$ cat config.mk
export PLATFORM = sky130hd
export DESIGN_NAME = wb_shared_bus
export DESIGN_NICKNAME = d
export VERILOG_FILES = /design/src/rtl/wb_shared_bus.sv
export SDC_FILE = /design/constraint.sdc
export NUM_CORES = 1
export LEC_CHECK = 0
export BUFFER_PORTS_ARGS = -buffer_cell sky130_fd_sc_hd__buf_4
export CAP_MARGIN = 20
export CORE_MARGIN = 2
export CORE_UTILIZATION = 31
export DETAILED_ROUTE_END_ITERATION = 6
export PLACE_DENSITY = 0.82
export SLEW_MARGIN = 20
export SYNTH_ARGS = -nofsm -noshare
export SYNTH_HDL_FRONTEND = slang
export SYNTH_SLANG_ARGS = --single-unit
$ cat constraint.sdc
create_clock -name clk_i -period 1.9 [get_ports clk_i]
set_input_delay 0.095 -clock clk_i [delete_from_list [all_inputs] [get_ports clk_i]]
set_output_delay 0.095 -clock clk_i [all_outputs]
set_load 0.005 [all_outputs]
$ cat src/rtl/wb_shared_bus.sv
// Wishbone shared-bus interconnect: N masters share one slave-side bus.
// Round-robin arbiter (grant_o is the arbiter state: 0 = idle, one-hot =
// owner), mask/base address decode with lowest-index priority, error
// termination for unmapped addresses and a watchdog for hung slaves.
//
// Handshake: a master owns a transfer while cyc and stb are high; the
// transfer completes in the cycle the routed slave (or the interconnect
// itself) returns ack, err or rty. cyc held high keeps bus ownership across
// multiple transfers and bursts.
module wb_shared_bus #(
  parameter int unsigned NUM_MASTERS    = 2,
  parameter int unsigned NUM_SLAVES     = 2,
  parameter int unsigned ADDR_WIDTH     = 23,
  parameter int unsigned DATA_WIDTH     = 8,
  parameter logic [NUM_SLAVES*ADDR_WIDTH-1:0] SLAVE_BASE = {23'h000000, 23'h000000},
  parameter logic [NUM_SLAVES*ADDR_WIDTH-1:0] SLAVE_MASK = {23'h7FFFF8, 23'h000000},
  parameter int unsigned TIMEOUT_CYCLES = 255
) (
  input  logic                             clk_i,
  input  logic                             rst_ni,
  input  logic [NUM_MASTERS-1:0]           wbm_cyc_i,
  input  logic [NUM_MASTERS-1:0]           wbm_stb_i,
  input  logic [NUM_MASTERS*ADDR_WIDTH-1:0] wbm_adr_i,
  input  logic [NUM_MASTERS-1:0]           wbm_we_i,
  input  logic [NUM_MASTERS-1:0]           wbm_sel_i,
  input  logic [NUM_MASTERS*DATA_WIDTH-1:0] wbm_dat_i,
  input  logic [NUM_MASTERS*3-1:0]         wbm_cti_i,
  input  logic [NUM_MASTERS*2-1:0]         wbm_bte_i,
  output logic [NUM_MASTERS-1:0]           wbm_ack_o,
  output logic [NUM_MASTERS-1:0]           wbm_err_o,
  output logic [NUM_MASTERS-1:0]           wbm_rty_o,
  output logic [NUM_MASTERS*DATA_WIDTH-1:0] wbm_dat_o,
  output logic [NUM_SLAVES-1:0]            wbs_cyc_o,
  output logic [NUM_SLAVES-1:0]            wbs_stb_o,
  output logic [ADDR_WIDTH-1:0]            wbs_adr_o,
  output logic                             wbs_we_o,
  output logic                             wbs_sel_o,
  output logic [DATA_WIDTH-1:0]            wbs_dat_o,
  output logic [2:0]                       wbs_cti_o,
  output logic [1:0]                       wbs_bte_o,
  input  logic [NUM_SLAVES-1:0]            wbs_ack_i,
  input  logic [NUM_SLAVES-1:0]            wbs_err_i,
  input  logic [NUM_SLAVES-1:0]            wbs_rty_i,
  input  logic [NUM_SLAVES*DATA_WIDTH-1:0] wbs_dat_i,
  output logic [NUM_MASTERS-1:0]           grant_o
);

  localparam int MW  = (NUM_MASTERS > 1) ? $clog2(NUM_MASTERS) : 1;
  localparam int WDW = (TIMEOUT_CYCLES > 0) ? $clog2(TIMEOUT_CYCLES + 1) : 1;
  // Expiry fires in the cycle the count would reach TIMEOUT_CYCLES.
  localparam logic [WDW-1:0] WD_LAST = (TIMEOUT_CYCLES > 0) ? WDW'(TIMEOUT_CYCLES - 1) : '0;

  logic [NUM_MASTERS-1:0] grant_q, grant_d;
  logic [MW-1:0]          last_q, last_d;
  logic [WDW-1:0]         wdog_q, wdog_d;
  logic                   pend_q, pend_d;

  logic                   owned;
  logic [MW-1:0]          owner;
  logic                   o_cyc, o_stb, o_we, o_sel;
  logic [ADDR_WIDTH-1:0]  o_adr;
  logic [DATA_WIDTH-1:0]  o_dat;
  logic [2:0]             o_cti;
  logic [1:0]             o_bte;
  logic [NUM_SLAVES-1:0]  hit;
  logic                   any_hit;
  logic                   s_ack, s_err, s_rty;
  logic [DATA_WIDTH-1:0]  s_dat;
  logic                   waiting, expire, miss;
  int                     base, tgt;
  logic                   found;

  // Select the owning master's request signals (all zero when idle).
  always_comb begin
    owned = |grant_q;
    owner = '0;
    o_cyc = 1'b0;
    o_stb = 1'b0;
    o_we  = 1'b0;
    o_sel = 1'b0;
    o_adr = '0;
    o_dat = '0;
    o_cti = '0;
    o_bte = '0;
    for (int m = 0; m < NUM_MASTERS; m++) begin
      if (grant_q[m]) begin
        owner = MW'(m);
        o_cyc = wbm_cyc_i[m];
        o_stb = wbm_stb_i[m];
        o_we  = wbm_we_i[m];
        o_sel = wbm_sel_i[m];
        o_adr = wbm_adr_i[m*ADDR_WIDTH +: ADDR_WIDTH];
        o_dat = wbm_dat_i[m*DATA_WIDTH +: DATA_WIDTH];
        o_cti = wbm_cti_i[m*3 +: 3];
        o_bte = wbm_bte_i[m*2 +: 2];
      end
    end
  end

  // Address decode and response pick-up from the single hit slave.
  always_comb begin
    hit     = '0;
    any_hit = 1'b0;
    s_ack   = 1'b0;
    s_err   = 1'b0;
    s_rty   = 1'b0;
    s_dat   = '0;
    for (int s = 0; s < NUM_SLAVES; s++) begin
      if (!any_hit && ((o_adr & SLAVE_MASK[s*ADDR_WIDTH +: ADDR_WIDTH]) ==
                       SLAVE_BASE[s*ADDR_WIDTH +: ADDR_WIDTH])) begin
        hit[s]  = 1'b1;
        any_hit = 1'b1;
      end
    end
    for (int s = 0; s < NUM_SLAVES; s++) begin
      if (hit[s] && o_cyc) begin
        s_ack = wbs_ack_i[s];
        s_err = wbs_err_i[s];
        s_rty = wbs_rty_i[s];
        s_dat = wbs_dat_i[s*DATA_WIDTH +: DATA_WIDTH];
      end
    end
    waiting = o_cyc && o_stb && any_hit && !(s_ack || s_err || s_rty);
    expire  = (TIMEOUT_CYCLES > 0) && waiting && (wdog_q == WD_LAST);
    miss    = o_cyc && o_stb && !any_hit;
  end

  // Drive slave-side shared bus and route the response to the owner only.
  always_comb begin
    wbs_cyc_o = (o_cyc && !expire) ? hit : '0;
    wbs_stb_o = (o_stb && !expire) ? hit : '0;
    wbs_adr_o = o_adr;
    wbs_we_o  = o_we;
    wbs_sel_o = o_sel;
    wbs_dat_o = o_dat;
    wbs_cti_o = o_cti;
    wbs_bte_o = o_bte;
    wbm_ack_o = '0;
    wbm_err_o = '0;
    wbm_rty_o = '0;
    wbm_dat_o = '0;
    for (int m = 0; m < NUM_MASTERS; m++) begin
      if (grant_q[m]) begin
        wbm_ack_o[m] = s_ack;
        wbm_err_o[m] = s_err || pend_q || expire;
        wbm_rty_o[m] = s_rty;
        wbm_dat_o[m*DATA_WIDTH +: DATA_WIDTH] = s_dat;
      end
    end
    grant_o = grant_q;
  end

  // Round-robin decision when idle or when the owner drops cyc; the search
  // starts one past the most recent owner so handover has no idle cycle.
  always_comb begin
    grant_d = grant_q;
    last_d  = last_q;
    base    = int'(last_q);
    tgt     = 0;
    found   = 1'b0;
    if (!owned || !o_cyc) begin
      if (owned) begin
        last_d = owner;
        base   = int'(owner);
      end
      grant_d = '0;
      for (int k = 1; k <= NUM_MASTERS; k++) begin
        tgt = base + k;
        if (tgt >= NUM_MASTERS) tgt = tgt - NUM_MASTERS;
        for (int m = 0; m < NUM_MASTERS; m++) begin
          if (!found && (m == tgt) && wbm_cyc_i[m]) begin
            grant_d[m] = 1'b1;
            found      = 1'b1;
          end
        end
      end
    end
  end

  // Watchdog counts unanswered strobe cycles; decode-miss error is delayed
  // one cycle and cannot re-arm while it is being driven.
  always_comb begin
    if (!waiting || expire) wdog_d = '0;
    else                    wdog_d = wdog_q + WDW'(1);
    pend_d = miss && !pend_q;
  end

  // Arbiter, watchdog and error-flag state.
  always_ff @(posedge clk_i or negedge rst_ni) begin
    if (!rst_ni) begin
      grant_q <= '0;
      last_q  <= MW'(NUM_MASTERS - 1);
      wdog_q  <= '0;
      pend_q  <= 1'b0;
    end else begin
      grant_q <= grant_d;
      last_q  <= last_d;
      wdog_q  <= wdog_d;
      pend_q  <= pend_d;
    end
  end

endmodule

# After elaboration in Yosys (flattened, before gate mapping)
# Index checks and enable logic that the tools add are counted.
[op_classes]
n_reduce_logical = 29
mux = 47
eq_ne = 3
n_lt_le_gt_ge = 2
n_addsub = 5
[ops]
columns = ["op", "count"]
rows = [
  ["$mux W32", 5],
  ["$eq A2 B32 Y1 const A", 2],
  ["$ge A32 B2 Y1 const B", 2],
  ["$logic_not A32 Y1", 2],
  ["$sub A32 B2 Y32 const B", 2],
  ["$mux W8", 6],
  ["$mux W23", 2],
  ["$add A32 B2 Y32 const B", 1],
  ["$add A32 B3 Y32 const B", 1],
  ["$mux W1", 30],
  ["$logic_and A1 B1 Y1", 12],
  ["$add A8 B1 Y8 const B", 1],
  ["$eq A8 B8 Y1 const B", 1],
  ["$logic_not A1 Y1", 8],
  ["$mux W3", 2],
  ["$logic_or A1 B1 Y1", 5],
  ["$mux W2", 2],
  ["$reduce_and A2 Y1", 1],
  ["$reduce_or A2 Y1", 1],
]
[word_totals]
wordCells = 89
regBits = 11
output_inout_bits = 66
in_bits = 104

# Depth between registers and ports, before layout
[logic_depth]
depth_word = 27
ltp_mapped = 5
depth_no_buf = 5

# Least setup slack after synthesis
# Ideal clock, no wire load.
[synth_timing]
path_type = "register to output"
start = "register grant_q[1], in the netlist grant_o[1]"
end = "output port wbm_err_o[1]"
t_required_ns = 1.805
setup_slack_ns = 0.377
stages_incl_launch_ff = 5
n_path_buf = 1
t_arrival_ns = 1.428
cell_sequence = "dfrtp_1 > nand4b_1 > a2111o_1 > buf_6 > o41ai_4"
[synth_via]
elab_chain_len = 9
elab_cells_between_ends = 13
classes_between = "mux: 6; reduce/logical: 7"
[synth_rtl]
columns = ["item", "line", "rtl"]
rows = [
  ["start, declared", "53", "logic [NUM_MASTERS-1:0] grant_q, grant_d;"],
  ["start signal, assigned", "196", "grant_q <= grant_d;"],
  ["$mux W1", "86", "if (grant_q[m]) begin"],
  ["$mux W1", "116", "if (hit[s] && o_cyc) begin"],
  ["$logic_or A1 B1 Y1 (2 in series)", "123", "waiting = o_cyc && o_stb && any_hit && !(s_ack || s_err || s_rty);"],
  ["$logic_not A1 Y1", "123", ""],
  ["$logic_and A1 B1 Y1", "123", ""],
  ["$logic_and A1 B1 Y1", "124", "expire = (TIMEOUT_CYCLES > 0) && waiting && (wdog_q == WD_LAST);"],
  ["$logic_or A1 B1 Y1", "145", "wbm_err_o[m] = s_err || pend_q || expire;"],
  ["$mux W1 *", "143", "if (grant_q[m]) begin"],
  ["end, declared", "30", "output logic [NUM_MASTERS-1:0] wbm_err_o,"],
]
# Every way passes the cells marked *; elsewhere a longest branch is shown, timed or not.

# Worst setup path after layout
[layout_timing]
start = "register grant_q[1], in the netlist grant_o[1]"
end = "output port wbs_dat_o[5]"
[layout_via]
elab_chain_len = 1
[layout_rtl]
columns = ["item", "line", "rtl"]
rows = [
  ["$mux W8", "86", ""],
  ["end, declared", "38", "output logic [DATA_WIDTH-1:0] wbs_dat_o,"],
]
# No other way between the ends.

==> flow_summary.html <==
<table>
<tr><th>Metric</th><th>Value</th></tr>
<tr><th colspan="2">Status</th></tr>
<tr><td>Status</td><td>finished clean</td></tr>
<tr><th colspan="2">Power and ir drop</th></tr>
<tr><td>Leakage power total</td><td>1.416 nW</td></tr>
<tr><td>Sequential group share of total power</td><td>21.3%</td></tr>
<tr><td>Areal power density over the cells</td><td>459.2 nW/um2</td></tr>
<tr><td>Total power</td><td>0.001215 W</td></tr>
<tr><td>P_sw</td><td>0.0003610 W</td></tr>
<tr><td>Internal</td><td>0.0008537 W</td></tr>
<tr><td>Combinational share of power</td><td>59.8%</td></tr>
<tr><td>VDD IR max</td><td>0.2453 mV</td></tr>
<tr><td>Switching power share of the total</td><td>29.72%</td></tr>
<tr><td>Clock network power share</td><td>18.9%</td></tr>
<tr><th colspan="2">Synth</th></tr>
<tr><td>Post-synthesis sequential area ratio</td><td>23.04%</td></tr>
<tr><td>Yosys Warn Count</td><td>0</td></tr>
<tr><td>Synthesized instance count</td><td>143</td></tr>
<tr><td>Number of library cell types mapped by synthesis</td><td>36</td></tr>
<tr><td>Post-synthesis sequential element count</td><td>11</td></tr>
<tr><td>Mapped cell area</td><td>1200 um2</td></tr>
<tr><td>Mean instance size in the synthesized netlist</td><td>8.391 um2</td></tr>
<tr><th colspan="2">Finish</th></tr>
<tr><td>Storage cell area</td><td>279.0 um2</td></tr>
<tr><td>Post-route insts no fill</td><td>353</td></tr>
<tr><td>Antenna Diode Count</td><td>0</td></tr>
<tr><td>Area grow syn2layout</td><td>120.4%</td></tr>
<tr><td>Fill cell total of the finished layout</td><td>301</td></tr>
<tr><td>Share of final-layout standard cells stronger than drive strength 1</td><td>60.98%</td></tr>
<tr><td>Share of the core filled with cells</td><td>71.71%</td></tr>
<tr><td>Area of the multi-input gates</td><td>847.1 um2</td></tr>
<tr><td>Number of nets in the layout</td><td>412</td></tr>
<tr><th colspan="2">Critical path</th></tr>
<tr><td>Setup Crit Path Kind</td><td>register to output pin</td></tr>
<tr><td>Worst Path Required</td><td>1800 ps</td></tr>
<tr><td>Maximum net fanout on the critical path</td><td>19</td></tr>
<tr><td>Worst r2r src</td><td>grant_o[1]$_DFFE_PN0P_</td></tr>
<tr><td>Element type at the critical path start</td><td>register</td></tr>
<tr><td>Endpoint class of the critical path</td><td>output pin</td></tr>
<tr><td>Arrival time worst endpoint</td><td>1740 ps</td></tr>
<tr><td>Crit path from</td><td>grant_o[1]$_DFFE_PN0P_</td></tr>
<tr><th colspan="2">Clock network</th></tr>
<tr><td>CTS Root Cell</td><td>clkbuf_8</td></tr>
<tr><td>Number of sinks handled by clock tree synthesis</td><td>11</td></tr>
<tr><td>CTS tree</td><td>yes</td></tr>
<tr><td>Clock-pin slew of the registers on the worst-case setup and hold paths</td><td>50 ps</td></tr>
<tr><td>CTS max path bufs</td><td>2</td></tr>
<tr><td>Clock network latency to the later pin of the worst-skew pair</td><td>240 ps</td></tr>
<tr><td>Number of buffers added by the clock tree synthesis step</td><td>3</td></tr>
<tr><td>Number of H-tree levels</td><td>1</td></tr>
<tr><th colspan="2">Detailed routing</th></tr>
<tr><td>Violation count after the first detailed-route iteration</td><td>104</td></tr>
<tr><td>DRC violations left</td><td>0</td></tr>
<tr><td>Number of routed nets with antenna violations</td><td>0</td></tr>
<tr><td>DRT Pass-1 Iters</td><td>4</td></tr>
<tr><td>Vias</td><td>1830</td></tr>
<tr><td>Routed wire per std cell</td><td>16.01 um</td></tr>
<tr><td>Detail-routed via count per cell</td><td>5.184</td></tr>
<tr><td>Total length of routed wires</td><td>5653 um</td></tr>
<tr><th colspan="2">Timing</th></tr>
<tr><td>Fraction of the cycle the final worst path needs</td><td>96.82%</td></tr>
<tr><td>Final worst-path setup slack</td><td>60.43 ps</td></tr>
<tr><td>Worst setup skew after layout</td><td>2.539 ps</td></tr>
<tr><td>Upper clock frequency limit</td><td>543.6 MHz</td></tr>
<tr><td>Post-layout min period</td><td>1840 ps</td></tr>
<tr><td>Total setup violations reported at the end of the flow</td><td>0</td></tr>
<tr><td>Final hold violation count</td><td>0</td></tr>
<tr><td>Worst hold slack across all endpoints</td><td>152.5 ps</td></tr>
<tr><td>Number of max-slew violations in the final report</td><td>0</td></tr>
<tr><th colspan="2">Floorplan</th></tr>
<tr><td>Die height</td><td>66.22 um</td></tr>
<tr><td>I/O pin count</td><td>170</td></tr>
<tr><td>Row count</td><td>22</td></tr>
<tr><td>DIE AREA</td><td>4384 um2</td></tr>
<tr><td>Initial Util</td><td>32.53%</td></tr>
<tr><td>Area inside the core boundary</td><td>3689 um2</td></tr>
<tr><td>Die width</td><td>66.22 um</td></tr>
<tr><th colspan="2">Global routing</th></tr>
<tr><td>Global Route Usage Sum</td><td>21.09%</td></tr>
<tr><td>Via count of the first global-routing pass</td><td>1529</td></tr>
<tr><td>Global routing's busiest layer</td><td>met2</td></tr>
<tr><td>Largest net degree at the start of global routing</td><td>39</td></tr>
<tr><td>GR Layer Usage met3</td><td>4.770%</td></tr>
<tr><td>Routing usage on met2</td><td>36.25%</td></tr>
<tr><td>Met1 Usage GRT</td><td>26.70%</td></tr>
<tr><td>Total overflow reported by the global router</td><td>0</td></tr>
<tr><td>Wire length of the first global-routing pass</td><td>7286 um</td></tr>
<tr><td>Number of antenna violations at the first check in global routing</td><td>0</td></tr>
<tr><th colspan="2">Placement</th></tr>
<tr><td>Gpl congestion</td><td>0.8349</td></tr>
<tr><td>Post-DP HPWL</td><td>4291 um</td></tr>
<tr><td>Cells after DPL</td><td>340</td></tr>
<tr><td>Pre-CTS worst setup slack</td><td>116.3 ps</td></tr>
<tr><td>Count of input and output buffers</td><td>156</td></tr>
<tr><th colspan="2">Run</th></tr>
<tr><td>Maxcap violations</td><td>0</td></tr>
<tr><th colspan="2">Worst hold path</th></tr>
<tr><td>Worst hold path startpoint</td><td>wbm_cyc_i[0]</td></tr>
<tr><td>Worst hold-check path type</td><td>input pin to register</td></tr>
</table>
## final cells by class
class / count / share of cell area, %
multi-input combinational: 114 / 32.02
tap: 48 / 2.271
timing repair buffer: 172 / 52.89
clock buffer: 4 / 1.703
inverter: 4 / 0.5676
sequential: 11 / 10.55
## kinds of logic after synthesis
logic type	share of synthesized area, %
compound gates	40.15
buf+inv	8.446
simple gates	23.78
xor+xnor	2.190
fa+ha+maj	2.085
other cells	0.3125
flops	23.05
## power groups by stage
| stage | registers (W) | clock network [W] | logic [W] |
|---|---|---|---|
| floorplan | 0.000261 | 0 | 0.000234 |
| global placement | 0.000264 | 0 | 0.000618 |
| detailed placement | 0.000264 | 0 | 0.000624 |
| CTS | 0.000258 | 0.000237 | 0.000635 |
| global route | 0.000260 | 0.000248 | 0.000779 |
| finish | 0.000259 | 0.000229 | 0.000727 |
## sequential cells by signal, indices dropped and copies added (netlist names)
register	flops
grant_o	2
wdog_q	8
last_q	1
## Yosys cell counts (all sizes together)
cell	count	area, um2
inv	4	15.01
a21oi	6	30.03
nand2b	1	6.260
and2	11	70.07
nor3	7	35.03
nand3	6	35.03
a2111o	1	11.26
and3	11	72.57
nand2	5	18.77
ha	2	25.02
xor2	2	17.52
clkbuf	7	26.28
o21a	1	7.510
o32a	1	10.01
dfstp	1	26.28
a31oi	4	25.02
conb	1	3.750
o41ai	1	27.53
nor2	5	18.77
a22o	38	332.8
o2bb2ai	1	8.760
o31ai	1	7.510
dfrtp	10	250.2
o21ai	1	5.000
a22oi	1	7.510
buf	8	60.05
nand4b	1	8.760
nand4	2	12.51
a2111oi	1	8.760
xnor2	1	8.760
or4	1	7.510
## per-layer routing
metal	part of all wire, %	routed length [um]
met1	38	2174
met2	52	2922
met3	8.9	501
met4	0.96	54
met5	0	0
## placed cells by master, fill, tap and decap left out, types with 4 or more instances in the layout
cell,netlist,routed
inv_1,4,4
buf_6,2,4
nor3_1,7,7
nand3_1,5,5
buf_4,3,161
and2_1,10,10
and3_1,8,8
a21oi_1,6,5
dfrtp_1,10,8
a22o_1,38,38
a31oi_1,4,4
nand2_1,5,5
## per-stage QoR
| stage | area, um2 | TNS, ps |
|---|---|---|
| 6_report | 2645 | 0 |
| 5_1_grt | 2645 | -66.47 |
| 4_1_cts | 2485 | 0 |
| 3_5_place_dp | 2416 | 0 |
| 3_3_place_gp | 2416 | 0 |
| 2_1_floorplan | 1204 | 0 |
## worst paths after layout
path / end / slack [ps] / cells after the start
min reg2reg: grant_o[0]$_DFFE_PN0P_ / 530 / 2
min: last_q$_DFFE_PN1P_ / 150 / 2
max in group asynchronous: last_q$_DFFE_PN1P_ / 1450 / 2
min in group asynchronous: wdog_q[0]$_DFF_PN0_ / 230 / 2
max: wbs_dat_o[5] / 60 / 8
max reg2reg: wdog_q[3]$_DFF_PN0_ / 340 / 4
## critical path, cell delays in order (launching register included)
cell and delay [ps]:
dfrtp_2 390, buf_4 160, buf_4 160, buf_12 150
nor2_4 120, buf_12 150, buf_6 140, a22o_1 130
buf_4 100
## repair_timing
action | 4_1_cts | 5_1_grt
setup buffers | 1 | 1
hold buffers | 1 | 0
gates cloned | 0 | 6
setup endpoints to repair | 11 | 49
resized for setup | 3 | 7
pin swaps | 2 | 2
endpoints found under the hold margin | 11 | 0
Power figures use the tool's default switching activity.
